## src/rtl/sme_pkg.sv

```systemverilog
// sme_pkg: shared sizes, special chars, FSM states and stored-pattern layout for the pattern bank
package sme_pkg;
    localparam int MAX_LEN = 8;
    localparam int NUM_PAT = 4;
    localparam int CHAR_W = 8;
    localparam int LEN_W = $clog2(MAX_LEN + 1);
    localparam int SEL_W = $clog2(NUM_PAT);
    localparam int IDX_W = $clog2(MAX_LEN);
    localparam logic [CHAR_W-1:0] CHAR_CARET = 8'h5E;
    localparam logic [CHAR_W-1:0] CHAR_DOLLAR = 8'h24;
    localparam logic [CHAR_W-1:0] CHAR_STAR = 8'h2A;
    localparam logic [CHAR_W-1:0] CHAR_DOT = 8'h2E;
    typedef enum logic [1:0] {IDLE, LOAD, DROP, COMMIT} bank_state_t;
    typedef struct packed {
        logic [MAX_LEN-1:0][CHAR_W-1:0] chars;
        logic [MAX_LEN-1:0] mask;
        logic [MAX_LEN-1:0] wild;
        logic [LEN_W-1:0] len;
        logic head;
        logic tail;
        logic star_vld;
        logic [LEN_W-1:0] star_idx;
    } pat_t;
endpackage

```

## src/rtl/pattern_bank_if.sv

```systemverilog
// pattern_bank_if: pattern char stream, one char per valid&ready beat
interface pattern_bank_if;
    import sme_pkg::*;
    logic pat_valid;
    logic pat_ready;
    logic [CHAR_W-1:0] pat_data;
    logic pat_last;
    logic [SEL_W-1:0] pat_sel;
    modport master(output pat_valid, pat_data, pat_last, pat_sel, input pat_ready);
    modport slave(input pat_valid, pat_data, pat_last, pat_sel, output pat_ready);
endinterface

```

## src/rtl/pattern_slot.sv

```systemverilog
// pattern_slot: one committed pattern with write-enable, sync clear and parallel read
module pattern_slot
    import sme_pkg::*;
(
    input  logic clk,
    input  logic rst_n,
    input  logic clr,
    input  logic we,
    input  pat_t wdata,
    output pat_t q,
    output logic vld
);
    always_ff @(posedge clk or negedge rst_n)
        if (!rst_n) begin
            q <= '0;
            vld <= 1'b0;
        end else if (clr) begin
            q <= '0;
            vld <= 1'b0;
        end else if (we) begin
            q <= wdata;
            vld <= 1'b1;
        end
endmodule

```

## src/rtl/pattern_bank.sv

```systemverilog
// pattern_bank: parses streamed patterns into a shadow buffer and commits them atomically to NUM_PAT slots
module pattern_bank
    import sme_pkg::*;
(
    input  logic                      clk,
    input  logic                      rst_n,
    input  logic                      clr_all,
    pattern_bank_if.slave             pat,
    input  logic [SEL_W-1:0]          rd_sel,
    output logic [MAX_LEN*CHAR_W-1:0] rd_chars,
    output logic [MAX_LEN-1:0]        rd_mask,
    output logic [MAX_LEN-1:0]        rd_wild,
    output logic [LEN_W-1:0]          rd_len,
    output logic                      rd_head,
    output logic                      rd_tail,
    output logic                      rd_star_vld,
    output logic [LEN_W-1:0]          rd_star_idx,
    output logic                      rd_vld,
    output logic [NUM_PAT-1:0]        slot_vld,
    output logic                      load_err
);
    bank_state_t state;
    pat_t shadow, base, nxt_sh, rd_q;
    pat_t slot_q [NUM_PAT];
    logic [SEL_W-1:0] wsel;
    logic [LEN_W-1:0] cnt;
    logic ready, acc, first, is_caret, is_dollar, is_star, ovf, err;
    assign pat.pat_ready = ready;
    assign acc = pat.pat_valid & ready;
    assign first = state == IDLE;
    assign base = first ? '0 : shadow;
    assign cnt = base.len;
    assign is_caret = pat.pat_data == CHAR_CARET && cnt == '0 && !base.head;
    assign is_dollar = pat.pat_data == CHAR_DOLLAR && pat.pat_last;
    assign is_star = pat.pat_data == CHAR_STAR;
    assign ovf = !is_caret && !is_dollar && !is_star && cnt == LEN_W'(MAX_LEN);
    assign err = ovf | (is_star & base.star_vld);
    always_comb begin
        nxt_sh = base;
        if (is_caret) nxt_sh.head = 1'b1;
        else if (is_dollar) nxt_sh.tail = 1'b1;
        else if (is_star) begin
            nxt_sh.star_vld = 1'b1;
            nxt_sh.star_idx = cnt;
        end else if (!ovf) begin
            nxt_sh.chars[cnt[IDX_W-1:0]] = pat.pat_data;
            nxt_sh.mask[cnt[IDX_W-1:0]] = 1'b1;
            nxt_sh.wild[cnt[IDX_W-1:0]] = pat.pat_data == CHAR_DOT;
            nxt_sh.len = cnt + 1'b1;
        end
    end
    // An error on the final char skips DROP; load_err is registered so it lands one cycle after that accept
    always_ff @(posedge clk or negedge rst_n)
        if (!rst_n) begin
            state <= IDLE;
            shadow <= '0;
            wsel <= '0;
            ready <= 1'b0;
            load_err <= 1'b0;
        end else begin
            load_err <= 1'b0;
            ready <= 1'b1;
            if (clr_all) begin
                state <= IDLE;
                shadow <= '0;
            end else case (state)
                COMMIT: state <= IDLE;
                DROP: if (acc && pat.pat_last) begin
                    state <= IDLE;
                    load_err <= 1'b1;
                end
                default: if (acc) begin
                    shadow <= nxt_sh;
                    if (first) wsel <= pat.pat_sel;
                    state <= err ? (pat.pat_last ? IDLE : DROP) : (pat.pat_last ? COMMIT : LOAD);
                    load_err <= err & pat.pat_last;
                    ready <= err | !pat.pat_last;
                end
            endcase
        end
    for (genvar g = 0; g < NUM_PAT; g++) begin : g_slot
        pattern_slot u_slot (
            .clk(clk),
            .rst_n(rst_n),
            .clr(clr_all),
            .we(state == COMMIT && !clr_all && wsel == SEL_W'(g)),
            .wdata(shadow),
            .q(slot_q[g]),
            .vld(slot_vld[g])
        );
    end
    always_ff @(posedge clk or negedge rst_n)
        if (!rst_n) begin
            rd_q <= '0;
            rd_vld <= 1'b0;
        end else begin
            rd_q <= clr_all ? '0 : slot_q[rd_sel];
            rd_vld <= !clr_all && slot_vld[rd_sel];
        end
    assign rd_chars = rd_q.chars;
    assign rd_mask = rd_q.mask;
    assign rd_wild = rd_q.wild;
    assign rd_len = rd_q.len;
    assign rd_head = rd_q.head;
    assign rd_tail = rd_q.tail;
    assign rd_star_vld = rd_q.star_vld;
    assign rd_star_idx = rd_q.star_idx;
endmodule

```

## src/flat_wrapper.sv

```systemverilog
// flat-port wrapper written by rule: the top's interface ports become plain ports
module pattern_bank_flat import sme_pkg::*;
  (clk, rst_n, clr_all, rd_sel, rd_chars, rd_mask, rd_wild, rd_len, rd_head, rd_tail, rd_star_vld, rd_star_idx, rd_vld, slot_vld, load_err, pat_pat_valid, pat_pat_data, pat_pat_last, pat_pat_sel, pat_pat_ready);
  pattern_bank_if pat_i ();
  input  logic clk;
  input  logic rst_n;
  input  logic clr_all;
  input  logic [SEL_W-1:0] rd_sel;
  output logic [MAX_LEN*CHAR_W-1:0] rd_chars;
  output logic [MAX_LEN-1:0] rd_mask;
  output logic [MAX_LEN-1:0] rd_wild;
  output logic [LEN_W-1:0] rd_len;
  output logic rd_head;
  output logic rd_tail;
  output logic rd_star_vld;
  output logic [LEN_W-1:0] rd_star_idx;
  output logic rd_vld;
  output logic [NUM_PAT-1:0] slot_vld;
  output logic load_err;
  input wire logic [$bits(pat_i.pat_valid)-1:0] pat_pat_valid;
  input wire logic [$bits(pat_i.pat_data)-1:0] pat_pat_data;
  input wire logic [$bits(pat_i.pat_last)-1:0] pat_pat_last;
  input wire logic [$bits(pat_i.pat_sel)-1:0] pat_pat_sel;
  output wire logic [$bits(pat_i.pat_ready)-1:0] pat_pat_ready;
  assign pat_i.pat_valid = pat_pat_valid;
  assign pat_i.pat_data = pat_pat_data;
  assign pat_i.pat_last = pat_pat_last;
  assign pat_i.pat_sel = pat_pat_sel;
  assign pat_pat_ready = pat_i.pat_ready;
  pattern_bank u_core (.clk(clk), .rst_n(rst_n), .clr_all(clr_all), .pat(pat_i), .rd_sel(rd_sel), .rd_chars(rd_chars), .rd_mask(rd_mask), .rd_wild(rd_wild), .rd_len(rd_len), .rd_head(rd_head), .rd_tail(rd_tail), .rd_star_vld(rd_star_vld), .rd_star_idx(rd_star_idx), .rd_vld(rd_vld), .slot_vld(slot_vld), .load_err(load_err));
endmodule
```

## config.mk

```make
export PLATFORM = sky130hd
export DESIGN_NAME = pattern_bank_flat
export DESIGN_NICKNAME = d
export VERILOG_FILES = /design/src/rtl/sme_pkg.sv /design/src/rtl/pattern_bank_if.sv /design/src/rtl/pattern_slot.sv /design/src/rtl/pattern_bank.sv /design/src/flat_wrapper.sv
export SDC_FILE = /design/constraint.sdc
export NUM_CORES = 1
export LEC_CHECK = 0
export ABC_CLOCK_PERIOD_IN_PS = 8119
export CAP_MARGIN = 20
export CORE_ASPECT_RATIO = 0.5
export CORE_MARGIN = 1
export CORE_UTILIZATION = 50
export CTS_CLUSTER_SIZE = 8
export DETAILED_ROUTE_END_ITERATION = 10
export PLACE_DENSITY = 0.67
export SETUP_SLACK_MARGIN = 0.02
export SYNTH_ARGS = -nofsm -noshare
export SYNTH_HDL_FRONTEND = slang
export SYNTH_SLANG_ARGS = --single-unit
```

## constraint.sdc

```tcl
create_clock -name clk -period 8.12 [get_ports clk]
set_input_delay 1.624 -clock clk [delete_from_list [all_inputs] [get_ports clk]]
set_output_delay 1.624 -clock clk [all_outputs]
set_load 0.02 [all_outputs]
```

* Word-level counts from Yosys, hierarchy flattened
Cells that the tools add are included.
** Cells by class
- Muxes and demuxes :: 55
- Bitwise operators :: 9
- Equal/unequal tests :: 12
- Reduce and logical (&&, ||, !) cells :: 33
- Add/subtract/negate cells :: 1
- Order comparisons :: 4
** Operators with widths (count)
- 91-bit 2-to-1 mux :: 15
- 84-bit 2-to-1 mux :: 4
- 91-bit binary-select mux with 2-bit select :: 1
- 64-bit bitwise mux :: 1
- 8-bit demux with 3-bit select :: 1
- 8-bit by 6-bit equality test with 1-bit output (second input constant) :: 3
- 1-bit 2-to-1 mux :: 18
- 1-bit logical AND :: 14
- 2-bit 2-to-1 mux :: 6
- 5-bit 2-to-1 mux :: 2
- 2-bit nonzero test :: 5
- 8-bit bitwise mux :: 1
- 2-bit equality test (second input constant) :: 4
- 8-bit by 7-bit equality test with 1-bit output (second input constant) :: 1
- 8-bit 2-to-1 mux :: 1
- 8-bit bitwise OR :: 1
- 1-bit zero test :: 6
- 6-bit 2-to-1 mux :: 1
- 4-bit by 1-bit adder with 4-bit output (second input constant) :: 1
- 4-bit equality test (second input constant) :: 1
- 2-bit zero test :: 2
- 4-bit zero test :: 1
- 3-bit by 4-bit < comparator with 1-bit output (second input constant) :: 1
- 2-bit one-hot mux with 2 select lines :: 1
- other kinds (17) :: 22
** Word-level totals
- Register bits :: 557
- Logic and storage cells :: 213

* Longest topological paths before layout
Gate-level depths: netlist of the first run.
- Depth after elaboration :: 16
- Mapped depth :: 13
- Gate-level depth less buffers :: 12

* Cells and area by module
From an unflattened synthesis of the first run, not the netlist that was laid out.
** Unflattened totals
- Cells, all modules :: 1810
- Area, all modules :: 24407.2 µm²
** Modules (own cells, without submodules)
- pattern_slot :: times used 4, cells an instance 296, area an instance 3788.6 µm²
- pattern_bank :: times used 1, cells an instance 626, area an instance 9252.6 µm²

* Worst setup path before layout of the first run
No wires, ideal clock.
- Kind :: input to register
- From :: in pat_pat_data[4]
- To :: reg u_core.state[1]
- Path slack :: 4.500 ns
- Library setup time :: 0.132 ns
- Buffers on the path :: 2
- Arrival :: 3.488 ns
- Stages on the path :: 10
- Cell sequence :: buf_2 -> or4b_1 -> a211oi_1 -> buf_2 -> nor2_1 -> nand2_1 -> nand2_1 -> ha_1 -> a22oi_1 -> nor2_1
** Between the ends
- Longest elaborated chain between the ends :: 12
- Elaborated cells on any way between the ends :: 18
- Those cells by class :: 3 x eq/ne; 4 x mux; 2 x bitwise; 9 x reduce/logical
** Ends and longest elaborated chain
- from (decl) :: line flat_wrapper.sv:21 : input wire logic [$bits(pat_i.pat_data)-1:0] pat_pat_data;
- 8-bit by 7-bit equality test with 1-bit output :: line pattern_bank.sv:33 : assign is_caret = pat.pat_data == CHAR_CARET && cnt == '0 && !base.head;
- 1-bit logical AND (2 in series) :: line pattern_bank.sv:33
- 1-bit zero test :: line pattern_bank.sv:36 : assign ovf = !is_caret && !is_dollar && !is_star && cnt == LEN_W'(MAX_LEN);
- 1-bit logical AND (3 in series) :: line pattern_bank.sv:36
- 1-bit bitwise OR (*) :: line pattern_bank.sv:37 : assign err = ovf | (is_star & base.star_vld);
- 2-bit 2-to-1 mux (*) :: line pattern_bank.sv:75 : state <= err ? (pat.pat_last ? IDLE : DROP) : (pat.pat_last ? COMMIT : LOAD);
- 2-bit 2-to-1 mux (*) :: line pattern_bank.sv:72 : default: if (acc) begin
- 2-bit one-hot mux with 2 select lines (*) :: line pattern_bank.sv:66 : end else case (state)
- 2-bit 2-to-1 mux (*) :: line pattern_bank.sv:63 : if (clr_all) begin
- to (signal assigned) :: line pattern_bank.sv:75
- to (decl) :: line pattern_bank.sv:22 : bank_state_t state;
Every way passes the cells marked *; elsewhere a longest branch is shown, timed or not. The select of a mux whose other input is x is not followed.
A chain may end at the register's enable or synchronous reset.

* Worst setup path in the final report of the first run
- From :: in pat_pat_data[3]
- To :: reg u_core.shadow[29] (netlist bit)
** Between the ends
- Longest elaborated chain between the ends :: 14
- Elaborated cells on any way between the ends :: 19
- Those cells by class :: 3 x eq/ne; 7 x mux; 9 x reduce/logical
** Ends and longest elaborated chain
- 8-bit by 7-bit equality test with 1-bit output :: line pattern_bank.sv:33
- 1-bit logical AND (2 in series) :: line pattern_bank.sv:33
- 1-bit zero test :: line pattern_bank.sv:36
- 1-bit logical AND (3 in series) :: line pattern_bank.sv:36
- 84-bit 2-to-1 mux :: line pattern_bank.sv:45 : end else if (!ovf) begin
- 84-bit 2-to-1 mux :: line pattern_bank.sv:42 : else if (is_star) begin
- 84-bit 2-to-1 mux :: line pattern_bank.sv:41 : else if (is_dollar) nxt_sh.tail = 1'b1;
- 84-bit 2-to-1 mux (*) :: line pattern_bank.sv:40 : if (is_caret) nxt_sh.head = 1'b1;
- 91-bit 2-to-1 mux (*) :: line pattern_bank.sv:72
- 91-bit 2-to-1 mux (*) :: line pattern_bank.sv:66
- 91-bit 2-to-1 mux (*) :: line pattern_bank.sv:63
- to (signal assigned) :: line pattern_bank.sv:73 : shadow <= nxt_sh;
- to (decl) :: line pattern_bank.sv:23 : pat_t shadow, base, nxt_sh, rd_q;
Marks and branches as above.

==> metrics, run 1 <==
Final nets=roughly 2300; syn_nets=2243; port bufs=~110; Remaining DRCs=0; Setup Skew=0.0174 ns; mean number of vias per cell=5.80; Num CTS Buffers=79; post-CTS setup buffers=0; number of setup violations in the final report=0; syn_area_per_cell=10.5 µm²; P&R area growth vs syn=15.4%; Total Neg Setup Slack=0 ns; #FFs+latches synth=557; Routed WL=~60000 µm; Clock Sinks=557; DP Area=0.0249 mm²; arrival time at the worst endpoint=4.67 ns; min Tclk post-route=approximately 4.2 ns; Worst Path Required=8.64 ns; Pins Over Slew Limit=0; CTS Hold Bufs=0; post-synthesis cell type count=45; max-cap violations=0; CTS max path bufs=3; # H-tree levels=3; Post-Syn Area=0.0234 mm²; Critical Path End Type=flop; startpoint types=input port; # rows=55; ANT nets after route=0; Worst Max-Slew Pin Slew=just over 1 ns; HPWL Detailed=33000 µm; grt ovf=0; most frequent cells in the layout=nand2_1 (747), dfrtp_1 (557), a21oi_1 (368); largest net degree at the start of global routing=203; CTS root buf=clkbuf_16; fraction of final layout cells with drive strength greater than 1=under 10%; VDD IR max=128 µV; routability congestion estimate=0.891; post-route cell area=0.0270 mm²; Clock transition at path regs=0.05 ns; Die W=308 µm; TritonCTS clock tree=yes; Hold Fails Final Rpt=0; total track usage=around 26%; critical path type=input port to flop; post-cts resize count=0; Ports=115; flop2flop setup slack=~4.9 ns; Peak Freq=between 0.2 and 0.25 GHz; vias in the first global route=16800; global-route wire length before repair=95700 µm; slew margin rel.=roughly 32%; most common cell after layout, fill and taps aside=nand2_1; P_leak=11.4 nW; antenna violations before repair=0; sequential area share after synthesis=59.6%; Warnings, synthesis=0; Vias=between 15000 and 20000; antenna diode instance count=0; die area=0.0477 mm²; DR WL/cell=20.6 µm; initial core utilization=51.2%; Die Height=155 µm; RSZ-0062 raised after global routing=no; core footprint=0.0456 mm²; status=complete, no violations; fin crit share=51.1%; Hold Path Class=flop to flop; Pwr Density=219 mW/mm²; CP max FO=11; Worst-Skew Late Latency=0.59 ns; Pre-Repair DR Iteration Count=7; Initial DRC Count=1710; Gate Count Post-Synth=2223
-- kinds of logic (layout without fill, tap and decap cells) --
| group | after synthesis | in the layout | share of synthesized area (%) |
|---|---|---|---|
| AND/OR/NAND/NOR | 904 | 904 | 16.1 |
| multiplexers | 93 | 93 | 8.92 |
| flip-flops | 557 | 557 | 59.6 |
| AO/OA/AOI/OAI | 485 | 485 | 12.1 |
| adder cells (fa/ha/maj) | 3 | 3 | 0.161 |
| buffers and inverters | 181 | 228 | 3.06 |
-- per-layer routing --
layer,GRT usage (%),up-vias,wire [µm]
met5,0,-,0
met4,6.82,0,891
met3,5.63,75,4730
met2,38.8,595,27800
met1,38.1,8549,26300
li1,-,7571,-
-- state kept, by name, summed over array words and instances, names as in the netlist --
| name | cells |
|---|---|
| u_core.g_slot.u_slot.q | 364 |
| u_core.g_slot.u_slot.vld | 4 |
| u_core.load_err | 1 |
| u_core.pat.pat_ready | 1 |
| u_core.rd_chars | 64 |
| u_core.rd_head | 1 |
| u_core.rd_len | 4 |
| u_core.rd_mask | 8 |
| u_core.rd_star_idx | 4 |
| u_core.rd_star_vld | 1 |
| u_core.rd_tail | 1 |
| u_core.rd_vld | 1 |
| u_core.rd_wild | 8 |
| u_core.shadow | 91 |
| u_core.state | 2 |
| u_core.wsel | 2 |
-- worst paths after layout --
path | startpoint | cells past startpoint | endpoint
min in group asynchronous | rst_n | 1 | u_core.g_slot[2].u_slot.q[78]
setup reg to reg | u_core.state[1] | 12 | u_core.load_err
setup / recovery | pat_pat_data[3] | 7 | u_core.shadow[29]
hold / removal | u_core.g_slot[2].u_slot.q[66] | 2 | u_core.g_slot[2].u_slot.q[66]
hold reg to reg | u_core.g_slot[2].u_slot.q[66] | 2 | u_core.g_slot[2].u_slot.q[66]
max in group asynchronous | rst_n | 2 | u_core.g_slot[0].u_slot.q[39]
-- layout make-up --
class | instances | area [µm²]
Inverter | 8 | 30.0
Fill cell | 3796 | 18700
Clock buffer | 81 | 2030
Timing Repair Buffer | 134 | 1370
Multi-Input combinational cell | 1485 | 8770
Sequential cell | 557 | 13900
Tap cell | 627 | 785
Clock inverter | 5 | 40.0
-- synth_stat cells (all sizes together) --
cell,count,area (µm²)
nand4b,4,35.0
mux4,92,2070
nor3,8,40.0
or2,1,6.26
a21o,9,67.6
nand4bb,2,22.5
o2bb2ai,8,70.1
mux2,1,11.3
ha,3,37.5
dfrtp,557,13900
nand2,751,2820
or4,1,7.51
o41ai,1,8.76
a211o,1,8.76
nand3b,5,37.5
clkbuf,146,549
a22oi,1,7.51
nor2,19,73.8
nor4b,2,17.5
a2111oi,1,27.5
o21ai,18,105
a211oi,2,15.0
buf,27,136
or3,2,17.5
nor4,4,31.3
o31ai,1,7.51
inv,8,30.0
o21bai,1,7.51
nand2b,1,6.26
nand3,4,20.0
nor2b,96,601
a32o,3,30.0
and2,1,6.26
a21oi,368,1840
a22o,71,622
or4b,2,20.0
and4bb,1,12.5
-- critical path, stage by stage --
cell and delay (ns):
clkdlybuf4s50_1 0.96, nand4bb_1 0.27, a211oi_1 0.10, buf_4 0.22
or4_1 0.70, nor2b_1 0.57, a22o_1 0.21
-- per-stage QoR --
step,hold slack [ns],std cells,worst slack (ns),util [%],total power [mW]
after global placement,0.506,2810,3.28,54.5,3.08
after CTS,0.518,2896,3.93,59.0,5.95
final,0.514,2897,3.97,59.1,5.90
after detailed placement,0.511,2810,3.31,54.5,3.08
after global routing,0.533,2897,3.88,59.1,6.09
after floorplan,0.497,2223,4.50,-,2.96
-- power by group --
part	leakage, nW	internal (mW)	switching [mW]
logic	2.62	0.0482	0.176
clock network	1.02	1.74	1.12
registers	7.77	2.79	0.0222
total	11.4	4.58	1.31
(Power assumes the default switching activity.)
==> run 2, diff against run 1 <==
Settings changed: ABC_CLOCK_PERIOD_IN_PS 8119 to 3530, PLACE_DENSITY 0.67 to 0.7.
Clock period 8.12 ns to 3.53 ns, I/O delays scaled along.
==> metrics, run 2 (synthesized netlist as in run 1, its figures left out) <==
CTS root buf=clkbuf_16; CTS Hold Bufs=0 (unchanged); post-CTS setup buffers=0 (unchanged); most common cell after layout, fill and taps aside=nand2_1; critical path type=flop to flop; slowest CP cell=or4_1; total track usage=26.4% (+0.70 points); mean number of vias per cell=5.86 (+1.1%); Pins Over Slew Limit=0 (unchanged); Hold Fails Final Rpt=0 (unchanged); Worst path depth=8 (+1); fill count=3666 (-3.4%); # H-tree levels=3 (unchanged); most frequent cells in the layout=nand2_1 (747), dfrtp_1 (557), a21oi_1 (368); arrival time at the worst endpoint=3.53 ns (-1.14 ns); antenna violations before repair=0 (unchanged); P_leak=11.6 nW (+1.8%); die area=0.0477 mm² (unchanged); Reg area=0.0139 mm² (unchanged); Die Height=155 µm (unchanged); final core utilization=59.9% (+0.80 points); Crit path largest cell delay=0.73 ns (-0.23 ns); max-cap violations=0 (unchanged); P&R area growth vs syn=16.9%; status=complete, no violations; grt ovf=0 (unchanged); Die W=308 µm (unchanged); Power Total=13.7 mW (+130%); DR WL/cell=20.8 µm (+0.80%); Pre-Repair DR Iteration Count=6 (-1); Initial DRC Count=1813 (+6.0%); largest net degree at the start of global routing=213 (+4.9%); TritonCTS clock tree=yes; Multi-input gate area=0.00877 mm² (unchanged); fraction of final layout cells with drive strength greater than 1=11.1% (+1.3 points); Num CTS Buffers=79 (unchanged); Worst Path Required=4.05 ns (-4.59 ns); initial core utilization=51.2% (unchanged); startpoint types=flop; Buf+Inv Stages, Crit Path=0 (-2); Routed WL=60900 µm (+1.9%); Pwr Density=500 mW/mm² (+130%); final worst setup slack=0.522 ns (-3.45 ns); DP Worst Slack=0.257 ns (-3.05 ns); CTS max path bufs=3 (unchanged); Peak Freq=0.332 GHz; Remaining DRCs=0 (unchanged); ANT nets after route=0 (unchanged); antenna diode instance count=0 (unchanged); routability congestion estimate=0.900 (+1.0%); # rows=55 (unchanged); global-route wire length before repair=98300 µm (+2.7%); max FFs per register=364 (unchanged); min Tclk post-route=between 3 and 4 ns; Vias=17200 (+2.3%); Critical Path End Type=flop; Hold Path Class=input port to async pin; number of setup violations in the final report=0 (unchanged); Setup Skew=0.0192 ns (+0.00176 ns); VDD IR max=302 µV (+140%); core footprint=0.0456 mm² (unchanged); port bufs=114 (unchanged); Worst-Skew Late Latency=0.59 ns (about the same); slew margin rel.=34.0% (+1.6 points); CP max FO=12 (+1); Reg2Reg Depth=8 (-4); critical-path cell list=or2_2, nand2_1, ha_1, nand4b_1, a2111oi_4, or4_1, nor2_1, a22o_1; Top reg by flops=u_core.g_slot.u_slot.q; Final nets=2318 (+1.4%); Worst Max-Slew Pin Slew=0.990 ns (-0.0246 ns); Ports=115 (unchanged); CP top delay family=simple AND/OR/NAND/NOR gates; Clock transition at path regs=0.05 ns (about the same); Clock Sinks=557 (unchanged); fin crit share=about 85%; vias in the first global route=17400 (+3.6%); Total Neg Setup Slack=0 ns (unchanged); Worst setup startpoint=u_core.state[1]; RSZ-0062 raised after global routing=no; FF-to-FF Start=u_core.state[1]; HPWL Detailed=35400 µm (+7.4%); post-cts resize count=0 (unchanged)
run 2: final timing paths:
check / endpoint / slack [ns]
worst max-delay path: u_core.shadow[62] / 0.52
worst min-delay path: u_core.rd_chars[49] / 0.09
worst max register to register: u_core.shadow[62] / 0.52
worst min register to register: u_core.g_slot[3].u_slot.q[30] / 0.52
max in group asynchronous: u_core.g_slot[0].u_slot.q[3] / 2.47
min in group clk: u_core.state[1] / 0.47
run 2: per-layer routing:
| metal | global-route usage [%] | vias up | part of all wire, % |
|---|---|---|---|
| met4 | 7.58 | 0 | 2.2 |
| met5 | 0 | - | 0 |
| li1 | - | 7636 | - |
| met1 | 37.5 | 8792 | 43 |
| met2 | 42.3 | 634 | 48 |
| met3 | 4.63 | 108 | 6.7 |
run 2: area by class of cell:
class | count | share of cell area (%)
Sequential cell | 557 | 51.0
Timing Repair Buffer | 167 | 6.26
Inverter | 8 | 0.110
Clock buffer | 82 | 7.51
Tap cell | 627 | 2.87
Clock inverter | 4 | 0.142
Multi-Input combinational cell | 1485 | 32.1
run 2: where the power goes:
part / total, mW / switching [mW] / internal [mW]
logic: 0.545 / 0.411 / 0.133
registers: 6.47 / 0.0494 / 6.42
clock network: 6.65 / 2.59 / 4.05
total: 13.7 / 3.05 / 10.6
run 2: through the flow:
stage	hold WS (ns)	instance area [µm²]	instances
floorplan	0.410	23400	2223
global placement	0.505	25200	2844
detailed placement	0.512	25200	2844
CTS	0.120	27300	2930
global route	0.115	27300	2930
finish	0.0927	27300	2930
